<file path="src/rtl/latch_sequencer.sv">
// Command sequencer for the 12-bit dual-bank latch block: turns single-word
// commands into edge-clean load strobes and non-overlapping output enables.
module latch_sequencer #(
   parameter int unsigned HOLD_CYCLES = 2,
   parameter int unsigned CNT_W       = 8
) (
   input  logic       clk,
   input  logic       reset,
   input  logic       cmd_valid,
   input  logic [2:0] cmd_op,
   output logic       cmd_ready,
   output logic       busy,
   output logic       done,
   output logic       lat_setvalue,
   output logic       lat_latch,
   output logic       lat_latch3,
   output logic       lat_oe1,
   output logic       lat_oe2,
   output logic       lat_oe3
);

   localparam logic [2:0] S_IDLE  = 3'd0;
   localparam logic [2:0] S_SETUP = 3'd1;
   localparam logic [2:0] S_PULSE = 3'd2;
   localparam logic [2:0] S_RELAX = 3'd3;
   localparam logic [2:0] S_DRIVE = 3'd4;
   localparam logic [2:0] S_DONE  = 3'd5;

   localparam logic [2:0] OP_NOP  = 3'd0;
   localparam logic [2:0] OP_LD   = 3'd1;
   localparam logic [2:0] OP_LD3  = 3'd2;
   localparam logic [2:0] OP_SET  = 3'd3;
   localparam logic [2:0] OP_RD1  = 3'd4;
   localparam logic [2:0] OP_RD2  = 3'd5;
   localparam logic [2:0] OP_RD3  = 3'd6;
   localparam logic [2:0] OP_LDRD = 3'd7;

   localparam logic [CNT_W-1:0] HOLD_LOAD = CNT_W'(HOLD_CYCLES - 1);

   logic [2:0]       state, state_nxt;
   logic [2:0]       op, op_nxt;
   logic [CNT_W-1:0] cnt, cnt_nxt;

   always_comb begin
      state_nxt = state;
      op_nxt    = op;
      cnt_nxt   = cnt;
      case (state)
         S_IDLE: begin
            if (cmd_valid) begin
               op_nxt = cmd_op;
               case (cmd_op)
                  OP_NOP: state_nxt = S_DONE;
                  OP_RD1, OP_RD2, OP_RD3: begin
                     state_nxt = S_DRIVE;
                     cnt_nxt   = HOLD_LOAD;
                  end
                  default: state_nxt = S_SETUP;
               endcase
            end
         end
         S_SETUP: state_nxt = S_PULSE;
         S_PULSE: state_nxt = S_RELAX;
         S_RELAX: begin
            if (op == OP_LDRD) begin
               state_nxt = S_DRIVE;
               cnt_nxt   = HOLD_LOAD;
            end else begin
               state_nxt = S_DONE;
            end
         end
         S_DRIVE: begin
            if (cnt == '0) state_nxt = S_DONE;
            else           cnt_nxt   = cnt - CNT_W'(1);
         end
         S_DONE:  state_nxt = S_IDLE;
         default: state_nxt = S_IDLE;
      endcase
   end

   // Outputs are decoded from the next state so every strobe is a flop output.
   always_ff @(posedge clk) begin
      if (reset) begin
         state        <= S_IDLE;
         op           <= OP_NOP;
         cnt          <= '0;
         cmd_ready    <= 1'b1;
         busy         <= 1'b0;
         done         <= 1'b0;
         lat_setvalue <= 1'b0;
         lat_latch    <= 1'b0;
         lat_latch3   <= 1'b0;
         lat_oe1      <= 1'b0;
         lat_oe2      <= 1'b0;
         lat_oe3      <= 1'b0;
      end else begin
         state        <= state_nxt;
         op           <= op_nxt;
         cnt          <= cnt_nxt;
         cmd_ready    <= (state_nxt == S_IDLE);
         busy         <= (state_nxt != S_IDLE);
         done         <= (state_nxt == S_DONE);
         lat_setvalue <= ((state_nxt == S_SETUP) || (state_nxt == S_PULSE)) && (op_nxt == OP_SET);
         lat_latch    <= (state_nxt == S_PULSE) &&
                         ((op_nxt == OP_LD) || (op_nxt == OP_SET) || (op_nxt == OP_LDRD));
         lat_latch3   <= (state_nxt == S_PULSE) && (op_nxt == OP_LD3);
         lat_oe1      <= (state_nxt == S_DRIVE) && ((op_nxt == OP_RD1) || (op_nxt == OP_LDRD));
         lat_oe2      <= (state_nxt == S_DRIVE) && (op_nxt == OP_RD2);
         lat_oe3      <= (state_nxt == S_DRIVE) && (op_nxt == OP_RD3);
      end
   end

endmodule

</file>
<file path="config.mk">
export PLATFORM = sky130hd
export DESIGN_NAME = latch_sequencer
export DESIGN_NICKNAME = d
export VERILOG_FILES = /design/src/rtl/latch_sequencer.sv
export SDC_FILE = /design/constraint.sdc
export NUM_CORES = 1
export LEC_CHECK = 0
export CAP_MARGIN = 20
export CORE_MARGIN = 4
export CORE_UTILIZATION = 30
export DETAILED_ROUTE_END_ITERATION = 8
export GPL_TIMING_DRIVEN = 0
export PLACE_DENSITY = 0.5
export SLEW_MARGIN = 20
export SYNTH_ARGS = -nofsm -noshare
export SYNTH_HDL_FRONTEND = slang
export SYNTH_SLANG_ARGS = --single-unit
</file>
<file path="constraint.sdc">
create_clock -name clk -period 5.8 [get_ports clk]
set_input_delay 1.45 -clock clk [delete_from_list [all_inputs] [get_ports clk]]
set_output_delay 1.45 -clock clk [all_outputs]
set_load 0.01 [all_outputs]
</file>
==> impl_results.md, run 1 <==
- Status: finished clean
- CP Buf/Inv Count: 2
- Hold EP: cnt[5]
- R2R Setup Slk: 3.29 ns
- Initial antenna violation count: 0
- Synth Area in XOR/XNOR: ~4.3%
- Detailed router's first-iteration violation count: a little over 40
- Cell Area, Synth: just over 1000 sq um
- Multi-input logic area: 513 sq um
- Synth unique cells: 39
- Crit Path Class: input port to flop
- Max Cap Viol: 0
- Final setup fails: 0
- CP required: 6.03 ns
- H-tree levels: 1
- First-pass DRT Iterations: 4
- Post-Syn Nets: 120
- Post-Syn Area per Cell: 9.04 sq um
- Pwr Total: about 0.00063 W
- Post-synthesis simple-gate area fraction: 28.8%
- Maximum vdd drop: 0.000203 V
- Final antenna-violating net count: 0
- Cell Count Post-Placement: 170
- Final Util: 39.5%
- Critical Path Fanout Max: 7
- Synth Area in Compound Gates: between 10% and 20%
- Clock Skew: 0.0108 ns
- P&R area growth vs syn: 22.0%
- CTS Sinks: 23
- DP Wirelength: 1580 um
- EDFF count, synth: 0
- First-pass GRT wire length: 3390 um
- Power Dens Cells: 511 nW/um^2
- RR Startpoint: cnt[0]
- Post-route insts no fill: 174
- Busiest grt layer: met2
- Worst-Margin Slew: about 0.8 ns
- Final Hold Vio Count: 0
- Reg-to-Reg End: lat_oe1
- GR met2 Demand/Resource: 15.2%
- Clock Latency Late Sink: roughly 0.31 ns
- Post-synth ARST share: 0%
- Seq cells post-synth: 23
- Hold path depth: 2
- Leak: 0.474 nW
- Most frequent cells after synthesis: dfxtp_1, nor2_1, inv_1, nand2_1, nor4_1
- Seq/Total Area, Yosys: 45.5%
- Standard cell core area: 3130 sq um
- Largest net degree at the start of global routing: 14
- Final min period: ~3.6 ns
- Post-CTS resize count: 0
- Met3 Use GR: ~2.7%
- Die W: 66.1 um
- Total GRT Usage: 10.1%
- Synth Area in Adders: approximately 3.5%
- Vias post-DR: 828
- Max incr delay on CP: approximately 0.48 ns
- FP Rows: 20
- Reg clk slew, reported paths: 0.12 ns
- Synth area leader: dfxtp_1
- Delay-heaviest family, CP: simple AND/OR/NAND/NOR gates
- Met1 usage: 13.4%
- Pins Over Slew Limit: 0
- Initial Util: 32.4%
- HP Class: flop to flop
- Number of hold buffers added after cts: 0
- Critical-path cell list: clkdlybuf4s50_1 > or4b_1 > buf_2 > o211a_4 > or3_4 > or4b_1 > a21oi_1
- Final WL: 2090 um
- Final Cell Area: around 1200 sq um
- Largest cells by area after synthesis: dfxtp_1, nor2_1, nor4_1, xnor2_1, inv_1
- Multiplexer area fraction after synthesis: 2.10%
- Top-count cell post-synth: dfxtp_1
- Sequential cell area: 460 sq um
- Vias in the first global route: between 700 and 800
- Layout cells sized above 1: 9.23%
- Root Driver: clkbuf_4
- RSZ-0062 raised after global routing: no
- CP Launch Point: cmd_valid
- Yosys top cell area share: a little under half
- Vias/cell: 4.76
- Fill cells: 319
- Crit path capture type: flop
- R2R depth: 8
- # IOs: 15
- Setup TNS: 0 ns
- N_diodes: 0
- Nature of the critical path startpoint: input port
- Post-CTS Setup Bufs: 0
- RePlAce Congestion: 0.720
- DRC: 0
- Slew headroom: 47.0%
- HP Start: cnt[5]
- Port Buffers: 14
- Max Buffers Root-to-Sink: 2
- WL per Instance: approximately 12 um
- Synthesis warning total: 0
- Die height: about 66 um
- Combinational family with the most area after synthesis: simple AND/OR/NAND/NOR gates
- Nets: 139
- Primary FF master, synth: dfxtp_1
- Final Cycle Share: approximately 61%
- Synth Instances: around 110
- Fmax: 282 MHz
- CP dominant cell by count: or4b_1
- Crit-path slowest cell: or4b_1
- DP Area: around 1200 sq um
- Critical path arrival: 3.79 ns
- Die area: ~4400 sq um
- Total clock buffers created by CTS: 3
- CTS tree: built
- Grt total ovfl: 0
[area by class of cell]
cell class,count,area share [%]
sequential,23,37.3
buffer,3,1.01
clock buffer,3,1.82
timing repair buffer,14,11.3
clock inverter,1,0.405
inverter,7,2.13
multi-input combinational,79,41.5
tap,44,4.46
[report_power, final]
part           total [W]  switching (W)  internal (W)
Clock          0.0000732      0.0000475     0.0000257
Combinational   0.000308       0.000160      0.000148
Sequential      0.000250      0.0000430      0.000207
Total           0.000631       0.000251      0.000381
[cells in the final DEF, fill, tap and decap left out, drive strengths merged, types with 2 or more instances in the layout]
master and instances:
a21oi 4, a31oi 2, clkbuf 5, clkdlybuf4s50 14
dfxtp 23, ha 2, inv 7, nand2 7
nand3b 2, nor2 20, nor3 2, nor4 6
o211a 2, o21ai 2, or3 4, or4b 3
xnor2 4
[through the flow]
step	hold slack, ns	worst slack (ns)
after floorplan	0.446	2.53
after global placement	0.460	1.96
after detailed placement	0.488	1.93
final	0.507	2.25
after global routing	0.542	2.19
after CTS	0.506	2.25
[worst min-delay path: cells and delay by family (launching register included)]
family	cells	cell delay (ns)
compound gates	2	0.12
flops	1	0.35
[registers in the layout, summed over array words and instances (netlist names)]
register	flops
cmd_ready	1
state	3
done	1
lat_oe2	1
lat_oe3	1
busy	1
lat_setvalue	1
lat_latch	1
lat_oe1	1
cnt	8
op	3
lat_latch3	1
[cell families after synthesis]
family / count (synthesis)
adders and majority gates: 3
muxes: 2
xor gates and xnor gates: 5
and+or+nand+nor: 53
buffers and inverters: 10
DFF: 23
AOI/OAI and AO/OA: 16
[worst max path at each step]
stage	endpoint	cells after the start
floorplan	cnt[5]	6
detailed placement	cnt[5]	7
finish	cnt[5]	7
global placement	cnt[5]	7
global route	cnt[5]	7
CTS	cnt[5]	7
[metal layers]
layer  up-vias  part of all wire (%)
met3         5                   4.0
met4         0                   1.8
li1        430                     -
met1       376                    52
met5         -                     0
met2        17                    42
Power figures use the tool's default switching activity.
==> run 2: changes to the inputs <==
==> constraint.sdc (replaced) <==
create_clock -name clk -period 3.31 [get_ports clk]
set_input_delay 0.8275 -clock clk [delete_from_list [all_inputs] [get_ports clk]]
set_output_delay 0.8275 -clock clk [all_outputs]
set_load 0.01 [all_outputs]
==> results of run 2 <==
Same layout as run 1 (identical final DEF). Status: finished clean.
Main changes from that run: setup slack after placement 1.93 ns -> 0.0666 ns; setup slack after layout 2.25 ns -> 0.381 ns; register-to-register setup slack 3.29 ns -> 0.80 ns; total power 0.000631 W -> 0.00111 W; worst IR drop on VDD 0.000203 V -> 0.000355 V
